`config.mk`:
```
export PLATFORM = sky130hd
export DESIGN_NAME = segment_scan
export DESIGN_NICKNAME = d
export VERILOG_FILES = /design/src/rtl/segment_scan.sv
export SDC_FILE = /design/constraint.sdc
export NUM_CORES = 1
export LEC_CHECK = 0
export BUFFER_PORTS_ARGS = -buffer_cell sky130_fd_sc_hd__clkbuf_2
export CORE_MARGIN = 4
export CORE_UTILIZATION = 30
export DETAILED_ROUTE_END_ITERATION = 8
export PLACE_DENSITY = 0.51
export SKIP_LAST_GASP = 1
export SLEW_MARGIN = 20
export SYNTH_ARGS = -nofsm -noshare
export SYNTH_HDL_FRONTEND = slang
export SYNTH_SLANG_ARGS = --single-unit
```
`constraint.sdc`:
```
create_clock -name clk -period 8 [get_ports clk]
set_input_delay 1.6 -clock clk [delete_from_list [all_inputs] [get_ports clk]]
set_output_delay 1.6 -clock clk [all_outputs]
set_load 0.01 [all_outputs]
```
`src/rtl/segment_scan.sv`:
```
// -----------------------------------------------------------------------------
// segment_scan
//   Time-multiplexed driver for a bank of common-anode 7-segment digits.
//   Each digit is selected for SCAN_DIV cycles in turn. A full hex decoder,
//   per-digit decimal points and per-digit blanking are supported.
//   The displayed frame is double buffered. A load only reaches the active
//   buffer at a frame wrap, so a scan never shows a mix of two frames.
//
//   Optional build macro: GHOST_BLANK_EN
//     When defined, the first BLANK_CYCLES cycles of every digit slot are
//     forced dark. This dead time suppresses ghosting between digits.
//     When undefined, BLANK_CYCLES is ignored.
//
// Ports
//   clk            system clock
//   rst_n          asynchronous active-low reset (released synchronously upstream)
//   data           4*NUM_DIGITS hex nibbles; digit i = data[4i+3:4i]
//   dp             decimal point per digit, 1 = lit
//   digit_en       1 = digit displayed, 0 = blanked
//   load           one-cycle strobe, captures data/dp/digit_en
//   segment        active-low segments {a,b,c,d,e,f,g,dp}
//   select         active-high one-hot digit select
//   frame_done     one-cycle pulse in the first cycle of a new digit-0 slot
//   update_pending high while a loaded frame waits for the next frame wrap
//
// Handshake: load is a plain strobe with no ready. Every cycle with load=1
//   is accepted. The last load before a wrap wins.
// -----------------------------------------------------------------------------
module segment_scan #(
    parameter int NUM_DIGITS   = 8,
    parameter int SCAN_DIV     = 50000,
    parameter int BLANK_CYCLES = 2
) (
    input  logic                    clk,
    input  logic                    rst_n,
    input  logic [4*NUM_DIGITS-1:0] data,
    input  logic [NUM_DIGITS-1:0]   dp,
    input  logic [NUM_DIGITS-1:0]   digit_en,
    input  logic                    load,
    output logic [7:0]              segment,
    output logic [NUM_DIGITS-1:0]   select,
    output logic                    frame_done,
    output logic                    update_pending
);

    localparam int DIV_W = (SCAN_DIV > 1) ? $clog2(SCAN_DIV) : 1;
    localparam int IDX_W = (NUM_DIGITS > 1) ? $clog2(NUM_DIGITS) : 1;
    localparam logic [DIV_W-1:0] DIV_LAST = DIV_W'(SCAN_DIV - 1);
    localparam logic [IDX_W-1:0] IDX_LAST = IDX_W'(NUM_DIGITS - 1);

    // Segment pattern {a..g}, 0 = lit.
    function automatic logic [6:0] hex_decode(input logic [3:0] nib);
        logic [6:0] s;
        case (nib)
            4'h0: s = 7'b0000001;
            4'h1: s = 7'b1001111;
            4'h2: s = 7'b0010010;
            4'h3: s = 7'b0000110;
            4'h4: s = 7'b1001100;
            4'h5: s = 7'b0100100;
            4'h6: s = 7'b0100000;
            4'h7: s = 7'b0001111;
            4'h8: s = 7'b0000000;
            4'h9: s = 7'b0000100;
            4'hA: s = 7'b0001000;
            4'hB: s = 7'b1100000;
            4'hC: s = 7'b0110001;
            4'hD: s = 7'b1000010;
            4'hE: s = 7'b0110000;
            default: s = 7'b0111000;
        endcase
        return s;
    endfunction

    // Scan position
    logic [DIV_W-1:0] div_q, div_d;
    logic [IDX_W-1:0] idx_q, idx_d;
    logic             wrap;

    // Pending and active frame buffers
    logic [4*NUM_DIGITS-1:0] pend_data_q, pend_data_d, act_data_q, act_data_d;
    logic [NUM_DIGITS-1:0]   pend_dp_q, pend_dp_d, act_dp_q, act_dp_d;
    logic [NUM_DIGITS-1:0]   pend_en_q, pend_en_d, act_en_q, act_en_d;
    logic                    up_q, up_d;

    // Registered outputs
    logic [7:0]            seg_q, seg_d;
    logic [NUM_DIGITS-1:0] sel_q, sel_d;
    logic                  fd_q;
    logic                  lit;
    logic [3:0]            nib;

    assign wrap = (div_q == DIV_LAST) && (idx_q == IDX_LAST);

    always_comb begin
        div_d       = div_q + 1'b1;
        idx_d       = idx_q;
        pend_data_d = pend_data_q;
        pend_dp_d   = pend_dp_q;
        pend_en_d   = pend_en_q;
        act_data_d  = act_data_q;
        act_dp_d    = act_dp_q;
        act_en_d    = act_en_q;
        up_d        = up_q;
        lit         = 1'b0;
        nib         = 4'h0;
        seg_d       = 8'hFF;
        sel_d       = '0;

        if (div_q == DIV_LAST) begin
            div_d = '0;
            idx_d = (idx_q == IDX_LAST) ? '0 : idx_q + 1'b1;
        end

        // A load on the wrap cycle skips the pending stage entirely.
        if (load && wrap) begin
            act_data_d = data;
            act_dp_d   = dp;
            act_en_d   = digit_en;
            up_d       = 1'b0;
        end else if (load) begin
            pend_data_d = data;
            pend_dp_d   = dp;
            pend_en_d   = digit_en;
            up_d        = 1'b1;
        end else if (wrap && up_q) begin
            act_data_d = pend_data_q;
            act_dp_d   = pend_dp_q;
            act_en_d   = pend_en_q;
            up_d       = 1'b0;
        end

        // Outputs are computed from the next scan position and the next
        // active frame. The registered outputs then line up with the
        // counters in the same cycle, and select/segment switch together.
        nib = act_data_d[{idx_d, 2'b00} +: 4];
        lit = act_en_d[idx_d];
`ifdef GHOST_BLANK_EN
        if (div_d < DIV_W'(BLANK_CYCLES)) lit = 1'b0;
`endif
        if (lit) begin
            seg_d = {hex_decode(nib), ~act_dp_d[idx_d]};
            sel_d = NUM_DIGITS'(1) << idx_d;
        end
    end

`ifndef GHOST_BLANK_EN
    logic unused_blank;
    assign unused_blank = ^BLANK_CYCLES;
`endif

    always_ff @(posedge clk or negedge rst_n) begin
        if (!rst_n) begin
            div_q       <= '0;
            idx_q       <= '0;
            pend_data_q <= '0;
            pend_dp_q   <= '0;
            pend_en_q   <= '0;
            act_data_q  <= '0;
            act_dp_q    <= '0;
            act_en_q    <= '0;
            up_q        <= 1'b0;
            seg_q       <= 8'hFF;
            sel_q       <= '0;
            fd_q        <= 1'b0;
        end else begin
            div_q       <= div_d;
            idx_q       <= idx_d;
            pend_data_q <= pend_data_d;
            pend_dp_q   <= pend_dp_d;
            pend_en_q   <= pend_en_d;
            act_data_q  <= act_data_d;
            act_dp_q    <= act_dp_d;
            act_en_q    <= act_en_d;
            up_q        <= up_d;
            seg_q       <= seg_d;
            sel_q       <= sel_d;
            fd_q        <= wrap;
        end
    end

    assign segment        = seg_q;
    assign select         = sel_q;
    assign frame_done     = fd_q;
    assign update_pending = up_q;

endmodule

```
Yosys cells after proc, flatten, opt, wreduce, memory -nomap -nowiden
Memories as Yosys holds them, arrays and structs flattened.
Index checks and enable logic that the tools add are counted.
- register bits after elaboration: 133
- ROM bits: 112
- bits of input ports: 51
- output and inout port bits: 18
- logic and storage cells: 48
- memories kept: 1
- memory list (memory ; words ; bits a word ; read ports ; clocked after Yosys merged registers in ; write ports ; line ; text):
    (no name shown) ; 16 ; 7 ; 1 ; 0 ; 0 ; 54 ; case (nib)
- add/subtract/negate cells: 2
- magnitude comparators: 1
- equal/unequal tests: 2
- shift operators: 2
- multiplexer cells: 21
- bitwise operators: 2
- reduce and logical (&&, ||, !) cells: 5
- operator list (cell ; count):
    two-way mux 32 bit ; 3
    two-way mux 8 bit ; 8
    variable part select 32 x 6 -> 4 bit ; 1
    adder 16 x 1 -> 16 bit, second input constant ; 1
    equality test 16 bit, second input constant ; 1
    two-way mux 16 bit ; 1
    << shifter 1 x 3 -> 8 bit, first input constant ; 1
    binary-select mux 1 bit (select 3 bit) ; 2
    two-way mux 3 bit ; 2
    two-way mux 1 bit ; 5
    < comparator 3 x 4 -> 1 bit, second input constant ; 1
    adder 3 x 1 -> 3 bit, second input constant ; 1
    equality test 3 bit, second input constant ; 1
    logical AND 1 bit ; 3
    nonzero test 3 bit ; 1
    inverter 1 bit ; 2
    AND reduction 2 bit ; 1

Longest topological paths before layout
Gate-level depths: netlist of run 1.
- word-level depth: 10
- depth in mapped cells: 18
- mapped depth without buffers: 15

Worst setup path before layout of run 1
Ideal clock, no wire load.
- kind: input port to flip-flop
- start: input load
- end: register seg_q[1] (netlist: segment[1])
- data arrival time: 4.086 ns
- path slack: 3.825 ns
- stages on the path: 15
- cell sequence: clkbuf_1 > nor2_1 > buf_2 > clkbuf_1 > buf_1 > nor2_1 > nor2_1 > a211oi_1 > nor4_1 > mux2_2 > inv_1 > ha_1 > mux2_1 > nand2_1 > o211ai_1
- cells in the longest elaborated chain, start to end: 5
- RTL lines (element ; line ; text):
    start, declared ; 39 ; input logic load,
    two-way mux 32 bit, or another cell as far along ; 121 ; end else if (load) begin
    two-way mux 32 bit / two-way mux 8 bit (equally long branches) ; 116 ; if (load && wrap) begin
    variable part select 32 x 6 -> 4 bit / binary-select mux 1 bit (select 3 bit) (equally long branches) ; 136, 137 ;
    memory (16 x 7 bit) / two-way mux 1 bit (equally long branches) ; n/a ;
    two-way mux 8 bit (*) ; 141 ; if (lit) begin
    net seg_d[1] ; 87 ; logic [7:0] seg_q, seg_d;
    end signal, assigned ; 176 ; seg_q <= seg_d;
    end, declared ; 87 ;
The timed path passes the listed nets; every way through them passes the cells marked *. The select of a mux whose other input is x is not followed.
A chain may end at the register's enable or synchronous reset.

Worst setup path in the final report of run 1
- start: input load
- end: register seg_q[2] (netlist: segment[2])
Same word-level chain as after synthesis.

==> flow_summary.toml, run 1 <==
[layout]
finish.cell_count_without_fillers = 954
layout-drive-gt1-share_pct = 26.7
antenna_cells = 0
syn_to_final_growth_pct = 17.6
nNetsFinal = 726
fin_util_pct = 36.1
final_design_area_no_fill_um2 = 7660

[worst_setup_path]
path_max_fanout = 45
crit_path_cell_trace = "clkbuf_2 > buf_4 > nor2_2 > buf_4 > a32oi_1 > a31oi_1 > a2111oi_2 > mux2i_1 > mux2_1 > nand2_1 > o211ai_1"
worst_ep_required_time_ps = 8330
setup.worst_path.end_class = "flop"
crit_arrival_ps = 4880
setup.worst_path.start_class = "input pin"
critPathMostFrequentCell = "buf_4"
critical_path.slowest_cell = "mux2i_1"
buffers_plus_inverters_on_the_worst_setup_path = 3
timing.critical_path.slowest_cell_delay_ps = 800
critical-path-top-delay-family = "multiplexers"
worst-setup-path-type = "input pin to flop"

[outcome]
status = "finished, final reports clean"

[synthesis]
synthesis.area_um2 = 6510
synth_top_area_cell = "dfrtp_1"
ys_types = 56
yosysTopAreaCellShare_pct = 48.0
synth_edf_count = 0
synth_nets = 674
synth_most_common_cell = "dfrtp_1"
synth_seq_cells = 133
synthesis.area_per_instance_um2 = 10.6
synthesis.instances = 614
synth-seq-area-share_pct = 51.2
postSynth.topFlopCell = "dfrtp_1"
largest_cells_by_area_after_synthesis = "dfrtp_1 48%, mux2_2 8.5%, a32oi_1 5.0%"
yosysWarnings = 0
proportion_of_synthesized_flip_flops_having_asynchronous_set_or_reset_pct = 100
synthTopCellsByCount = "125 x dfrtp_1, 69 x nand2_1, 52 x nand3_1"

[route]
drt_drc_violations_left = 0
detail_route.first_pass.iterations = 5
drt_iter0_drc = 312
avgRoutedWirePerCell_um = 18.3
detailroute.via_count = 5148
post_drt_via_cell_ratio = 5.40
wl_mm = 17.5
route.antenna.remaining_nets = 0

[placed_design]
gp_routability_congestion = 0.781
hpwl_after_detailed_placement_mm = 11.7
port_buffers = 68
dpl-instance-area_um2 = 7040
dpl.cell_count = 921
dp_worst_setup_slack_ps = 3030

[timing]
timing_hold_violations_final = 0
worst_slew_pin_slew_ps = 1000
max_clock_freq_mhz = 220
hold-worst-slack_ps = 453
clock_skew_ps = 9.75
final-max-slew-violation-count = 0
final_worst_path_period_need_ps = 4550
unrepaired_setup_endpoints_after_global_routing = "no"
max_slew_margin_pct = 31.3
final_min_period_over_clock_period_pct = 56.8
worst_slack_ps = 3450
setup_total_negative_slack_ps = 0
final-setup-viol-count = 0

[power_and_ir_drop]
fin_total_pwr_mw = 1.57
pwr_density_cell_nw_per_um2 = 204
p_leak_nw = 3.46
power.ir.vdd_worst_mv = 0.110

[grt]
grt_first_pass_wirelength_mm = 28.4
grt_pass1_vias = 5348
antenna_violations_before_repair = 0
grt_start_max_net_pins = 80
grt_util_all_layers_pct = 14.8
gr-total-overflow = 0

[die]
floorplan.die_area_um2 = 24100
number_of_cell_rows = 53
dieWidth_um = 155
initial_utilization_pct = 30.7
die_height_um = 155
fp.coreArea_um2 = 21200
design.portCount = 69

[clock_tree]
cts_buffers = 17
cts_root_buf = "clkbuf_16"
cts_resized = 0
clock_latency_ps = 420
numClockSinks = 133
ctsLongestPathBuffers = 2
cts.hold.buffers_added = 0
tritoncts = "built"
clk_transition_reported_paths_ps = 60
cts-htree-levels = 4
post_cts.repair.setup_buffers = 0

[flow_run]
max_cap_viol_count = 0

[min_path]
hold_class = "flop to flop"
## registers in the layout, summed over array words and instances (netlist names)
name,cells
act_data_q,32
act_dp_q,8
act_en_q,8
div_q,16
frame_done,1
idx_q,3
pend_data_q,32
pend_dp_q,8
pend_en_q,8
segment,8
select,8
update_pending,1
## area by class of cell
class | instances | area, µm²
Inverter | 9 | 33.8
Sequential cell | 133 | 3340
Tap cell | 275 | 344
Fill cell | 2111 | 13600
Clock inverter | 9 | 105
Clock buffer | 23 | 478
Timing Repair Buffer | 77 | 434
Multi-Input combinational cell | 428 | 2930
## cells by family after synthesis
| family | after synthesis | synth area share, % |
|---|---|---|
| and+or+nand+nor | 201 | 14.8 |
| AOI/OAI and AO/OA | 143 | 15.5 |
| DFF | 133 | 51.2 |
| muxes | 64 | 11.0 |
| buffers and inverters | 53 | 4.19 |
| xor gates and xnor gates | 11 | 1.48 |
| adders and majority gates | 9 | 1.73 |
## cells in the final DEF, fill, tap and decap left out, types with 4 or more instances in the layout
cell	count
clkbuf_16	17
nand3_1	52
mux2_2	49
nor2_1	33
inv_1	7
buf_4	8
nor3_1	5
xor2_1	7
dfrtp_1	125
o22ai_1	12
a31oi_1	18
a32oi_1	37
clkbuf_2	67
mux2i_1	9
nand4_1	4
nand2_1	68
a21oi_1	42
and3_1	18
ha_1	9
xnor2_1	4
clkinvlp_4	4
dfstp_2	8
o21ai_0	12
## where the power goes
part / switching, mW / leakage, nW / internal [mW]
sequential: 0.0151 / 1.57 / 0.698
clock: 0.295 / 0.275 / 0.482
combinational: 0.0414 / 1.61 / 0.0344
total: 0.351 / 3.46 / 1.21
## layer usage
| layer | track usage, % | up-vias | share of wire, % |
|---|---|---|---|
| met4 | 3.75 | 0 | 1.1 |
| met2 | 24.5 | 180 | 49 |
| li1 | - | 2384 | - |
| met3 | 3.78 | 19 | 6.1 |
| met1 | 19.5 | 2565 | 44 |
| met5 | 0 | - | 0 |
## worst paths after layout
| kind | startpoint | endpoint | slack (ps) | cells after the start |
|---|---|---|---|---|
| min reg2reg | div_q[0] | div_q[0] | 450 | 1 |
| max reg2reg | div_q[13] | segment[2] | 3730 | 12 |
| min | div_q[0] | div_q[0] | 450 | 1 |
| min in group asynchronous | rst_n | frame_done | 1140 | 1 |
| max in group asynchronous | rst_n | act_data_q[26] | 5730 | 3 |
| max | load | segment[2] | 3450 | 11 |
Power figures use the tool's default switching activity.
==> run 2, diff against run 1 <==
- clock period: 8 -> 4.7 ns (I/O delays scaled with it)
==> run 2 against run 1 <==
Effect of this change:
- global-route usage fell by 0.11 points
- register-to-register slack got worse by 3100 ps
- first-iteration DRC count rose by 16%
- setup slack got worse by 2900 ps
- flip-flop and latch count did not move
- non-clock buffer count rose by 12
- sequential power rose by 70%
- total power rose by 71%
- clock skew rose by 2.3 ps
- clock power rose by 72%
- design area rose by 0.88%
- combinational power rose by 69%
==> flow_summary.toml, run 2 (synthesis gave the netlist of run 1 again) <==
[worst_setup_path]
setup.worst_path.end_class = "flop"
worst_ep_required_time_ps = 5050
worst-r2r-cell-count = 12
crit_arrival_ps = 4450
rr_startpoint = "idx_q[0]"
timing.reg2reg.setup_slack_ps = 600
worst_r2r_endpoint = "segment[6]"
worst-setup-path-type = "flop to flop"
path_max_fanout = 33
setup.worst_path.start_class = "flop"

[grt]
busiest_layer = "met2"
grt_pass1_vias = 5305
gr-total-overflow = 0
gr-usage-met2_pct = 23.3
grt_first_pass_wirelength_mm = 28.1
grt_util_all_layers_pct = 14.7
met1_usage_pct = 19.3
grt_start_max_net_pins = 103
met3_usage_pct = 4.20
antenna_violations_before_repair = 0

[clock_tree]
cts_buffers = 17
ctsLongestPathBuffers = 2
clk_transition_reported_paths_ps = 60
clock_latency_ps = 420
cts_resized = 0
cts_root_buf = "clkbuf_16"
tritoncts = "built"
post_cts.repair.setup_buffers = 0
cts.hold.buffers_added = 0
numClockSinks = 133
cts-htree-levels = 4

[placed_design]
dpl.cell_count = 934
port_buffers = 68
hpwl_after_detailed_placement_mm = 11.8
gp_routability_congestion = 0.803

[timing]
worst_slew_pin_slew_ps = 992
timing_hold_violations_final = 0
final-setup-viol-count = 0
max_slew_margin_pct = 33.9
final_worst_path_period_need_ps = 4100
final_min_period_over_clock_period_pct = 87.2
setup_total_negative_slack_ps = 0
max_clock_freq_mhz = 244
unrepaired_setup_endpoints_after_global_routing = "no"
clock_skew_ps = 12.0
final-max-slew-violation-count = 0

[layout]
sequential_cell_area_um2 = 3340
layout.cells.most_common = "dfrtp_1"
nNetsFinal = 738
syn_to_final_growth_pct = 18.6
antenna_cells = 0
multi_input_area_um2 = 2910
n_fill_cell = 2146
layout-drive-gt1-share_pct = 27.5
finish.cell_count_without_fillers = 966
layout_common_cells = "125 x dfrtp_1, 68 x nand2_1, 67 x clkbuf_2"
largestRegisters = "act_data_q (32), pend_data_q (32), div_q (16)"

[route]
drt_iter0_drc = 362
route.antenna.remaining_nets = 0
detail_route.first_pass.iterations = 5
avgRoutedWirePerCell_um = 18.1
wl_mm = 17.5
detailroute.via_count = 5182
drt_drc_violations_left = 0
post_drt_via_cell_ratio = 5.36

[die]
fp.coreArea_um2 = 21200
number_of_cell_rows = 53
design.portCount = 69
initial_utilization_pct = 30.7
die_height_um = 155
floorplan.die_area_um2 = 24100
dieWidth_um = 155

[power_and_ir_drop]
power.ir.vdd_worst_mv = 0.216
p_leak_nw = 3.51
pwr_density_cell_nw_per_um2 = 347

[min_path]
hold_class = "flop to flop"
hold_path_depth = 1
hp-start = "div_q[0]"
min_to = "div_q[0]"

[flow_run]
max_cap_viol_count = 0

[outcome]
status = "finished, final reports clean"
run 2: layer usage:
metal  routed length (µm)  vias up
li1                     -     2419
met1                 7910     2578
met2                 8370      163
met3                  941       22
met4                  287        0
met5                    0        -
run 2: cell type report:
type | instances | share of cell area [%]
sequential | 133 | 43.2
clock buffer | 24 | 6.10
clock inverter | 8 | 1.60
multi-input combinational | 428 | 37.7
inverter | 9 | 0.437
tap | 275 | 4.45
timing repair buffer | 89 | 6.52
run 2: metrics by stage:
stage / hold slack (ps) / util, % / area [µm²] / total power [mW] / setup WS (ps)
2_1_floorplan: 423 / - / 6520 / 1.28 / 1180
3_3_place_gp: 442 / 33.6 / 7130 / 1.36 / 806
3_5_place_dp: 463 / 33.6 / 7130 / 1.36 / 646
4_1_cts: 470 / 36.4 / 7730 / 2.72 / 592
5_1_grt: 480 / 36.4 / 7730 / 2.79 / 256
6_report: 461 / 36.4 / 7730 / 2.68 / 603
run 2: worst max path at each step:
| stage | startpoint | cells past startpoint | endpoint | slack, ps |
|---|---|---|---|---|
| 2_1_floorplan | load | 15 | segment[1] | 1180 |
| 3_3_place_gp | idx_q[0] | 12 | segment[6] | 810 |
| 3_5_place_dp | idx_q[0] | 12 | segment[6] | 650 |
| 4_1_cts | idx_q[0] | 12 | segment[6] | 590 |
| 5_1_grt | idx_q[0] | 12 | segment[6] | 260 |
| 6_report | idx_q[0] | 12 | segment[6] | 600 |
run 2: critical path, stage by stage (launching register included):
cell	delay (ps)
dfrtp_1	500
ha_1	200
ha_1	300
and4_1	290
and4_2	710
buf_4	440
nand3_1	180
a31oi_1	230
a2111oi_1	100
mux2i_2	480
o21ai_0	180
mux2_1	320
nand2_1	80
run 2: power breakdown:
group / switching [mW] / internal (mW)
clock: 0.481 / 0.861
combinational: 0.0704 / 0.0579
sequential: 0.0250 / 1.19
total: 0.576 / 2.11
==> run 3, diff against run 2 <==
- PLACE_DENSITY: 0.51 -> unset
- PLACE_DENSITY_LB_ADDON: unset -> 0.05
==> run 3 against run 2 <==
Effect of this change:
- cell count unchanged
- clock power up 8%
- design area up 0.94%
- clock-buffer cell count down 4
- combinational power about the same
- maximum frequency up 3.2%
- critical path depth up 1
- die area unchanged
- via count down 1.1%
- critical path type unchanged
- largest power group unchanged
- highest routed layer is now met5
==> flow_summary.toml, run 3 (synthesis gave the netlist of run 1 again) <==
[outcome]
status = "finished, final reports clean"

[clock_tree]
ctsLongestPathBuffers = 2
tritoncts = "built"
post_cts.repair.setup_buffers = 0
cts_root_buf = "clkbuf_16"
clock_latency_ps = 410
cts.hold.buffers_added = 0
clk_transition_reported_paths_ps = 60
cts_resized = 0
cts_buffers = 17
cts-htree-levels = 4
numClockSinks = 133

[timing]
clock_skew_ps = 8.36
unrepaired_setup_endpoints_after_global_routing = "no"
final_worst_path_period_need_ps = 3970
max_slew_margin_pct = 44.5
final-setup-viol-count = 0
setup_total_negative_slack_ps = 0
timing_hold_violations_final = 0
final-max-slew-violation-count = 0
worst_slew_pin_slew_ps = 832
worst_slack_ps = 729
max_clock_freq_mhz = 252
hold-worst-slack_ps = 463
final_min_period_over_clock_period_pct = 84.5

[die]
number_of_cell_rows = 53
dieWidth_um = 155
design.portCount = 69
floorplan.die_area_um2 = 24100
initial_utilization_pct = 30.7
fp.coreArea_um2 = 21200
die_height_um = 155

[worst_setup_path]
critical-path-top-delay-family = "simple AND/OR/NAND/NOR gates"
worst_ep_required_time_ps = 5050
crit_arrival_ps = 4320
crit_path_cell_trace = "ha_1 > ha_1 > and4_1 > and4_2 > a32oi_1 > a31oi_1 > a2111oi_0 > mux2i_1 > inv_1 > ha_1 > o21ai_0 > mux2_1 > nand2_1"
critical_path.slowest_cell = "and4_2"
buffers_plus_inverters_on_the_worst_setup_path = 1
timing.critical_path.slowest_cell_delay_ps = 590
worst-r2r-cell-count = 13
path_max_fanout = 25
critPathMostFrequentCell = "ha_1"
setup.worst_path.end_class = "flop"
setup.worst_path.start_class = "flop"
crit_start = "idx_q[0]"
worst_r2r_endpoint = "segment[6]"
timing.reg2reg.setup_slack_ps = 730
worst-setup-path-type = "flop to flop"
rr_startpoint = "idx_q[0]"

[layout]
layout-drive-gt1-share_pct = 28.2
antenna_cells = 0
fin_util_pct = 36.8
layout.cells.most_common = "dfrtp_1"
layout_common_cells = "125 x dfrtp_1, 68 x nand2_1, 67 x clkbuf_2"
final_design_area_no_fill_um2 = 7800
nNetsFinal = 738
syn_to_final_growth_pct = 19.7
largestRegisters = "act_data_q (32), pend_data_q (32), div_q (16)"

[min_path]
hold_path_depth = 1
hold_class = "flop to flop"
min_to = "div_q[0]"
hp-start = "div_q[0]"

[route]
route.antenna.remaining_nets = 0
detail_route.first_pass.iterations = 4
detailroute.via_count = 5124
drt_drc_violations_left = 0
wl_mm = 18.1
post_drt_via_cell_ratio = 5.30
avgRoutedWirePerCell_um = 18.8
drt_iter0_drc = 277

[placed_design]
dp_worst_setup_slack_ps = 677
port_buffers = 68
dpl-instance-area_um2 = 7160
gp_routability_congestion = 0.750
hpwl_after_detailed_placement_mm = 12.1

[power_and_ir_drop]
pwr_density_cell_nw_per_um2 = 357
comb_power_share_pct = 4.7
intPower_mw = 2.18
p_leak_nw = 3.55
power.sequential.fraction_pct = 43.5
p_switching_mw = 0.610
p_clk_share_pct = 51.9
p_sw_share_pct = 21.9
power.ir.vdd_worst_mv = 0.236

[grt]
gr-total-overflow = 0
grt_start_max_net_pins = 77
grt_util_all_layers_pct = 15.3
grt_pass1_vias = 5248
antenna_violations_before_repair = 1
grt_first_pass_wirelength_mm = 29.2

[flow_run]
max_cap_viol_count = 0
## run 3: cell count changes in the layout (fill, tap and decap cells not counted)
cell / before / now
clkbuf_8: 2 / 3
clkbuf_1: 5 / 0
buf_4: 21 / 19
clkinv_4: 1 / 3
bufinv_16: 3 / 4
buf_12: 0 / 2
clkinv_2: 2 / 3
## run 3: routing by layer
metal / up-vias / global-route usage, % / routed length [µm]
met5: - / 0 / 13
met2: 128 / 24.0 / 8460
met3: 24 / 3.31 / 710
met1: 2553 / 21.0 / 8630
met4: 2 / 5.59 / 319
li1: 2417 / - / -
## run 3: stage by stage
step,power [mW],cells
floorplan,1.28,614
global placement,1.36,934
detailed placement,1.37,934
CTS,2.83,966
global route,2.90,966
finish,2.79,966
## run 3: cell type report
cell class	instances	area, µm²
inverter	9	33.8
timing repair buffer	89	529
sequential	133	3340
clock inverter	12	176
multi-input combinational	428	2910
clock buffer	20	467
fill	2141	13400
tap	275	344
## run 3: power by group through the flow
| stage | Clock, mW | Sequential [mW] | Combinational (mW) |
|---|---|---|---|
| after floorplan | 0 | 1.22 | 0.0625 |
| after global placement | 0 | 1.23 | 0.134 |
| after detailed placement | 0 | 1.23 | 0.135 |
| after CTS | 1.48 | 1.21 | 0.136 |
| after global routing | 1.54 | 1.21 | 0.146 |
| final | 1.45 | 1.21 | 0.130 |
## run 3: how the worst max path moves through the flow
stage	end	slack, ps	depth (start not counted)
floorplan	segment[1]	1180	15
global placement	segment[6]	770	14
detailed placement	segment[6]	680	14
CTS	segment[6]	660	14
global route	segment[6]	290	13
finish	segment[6]	730	13
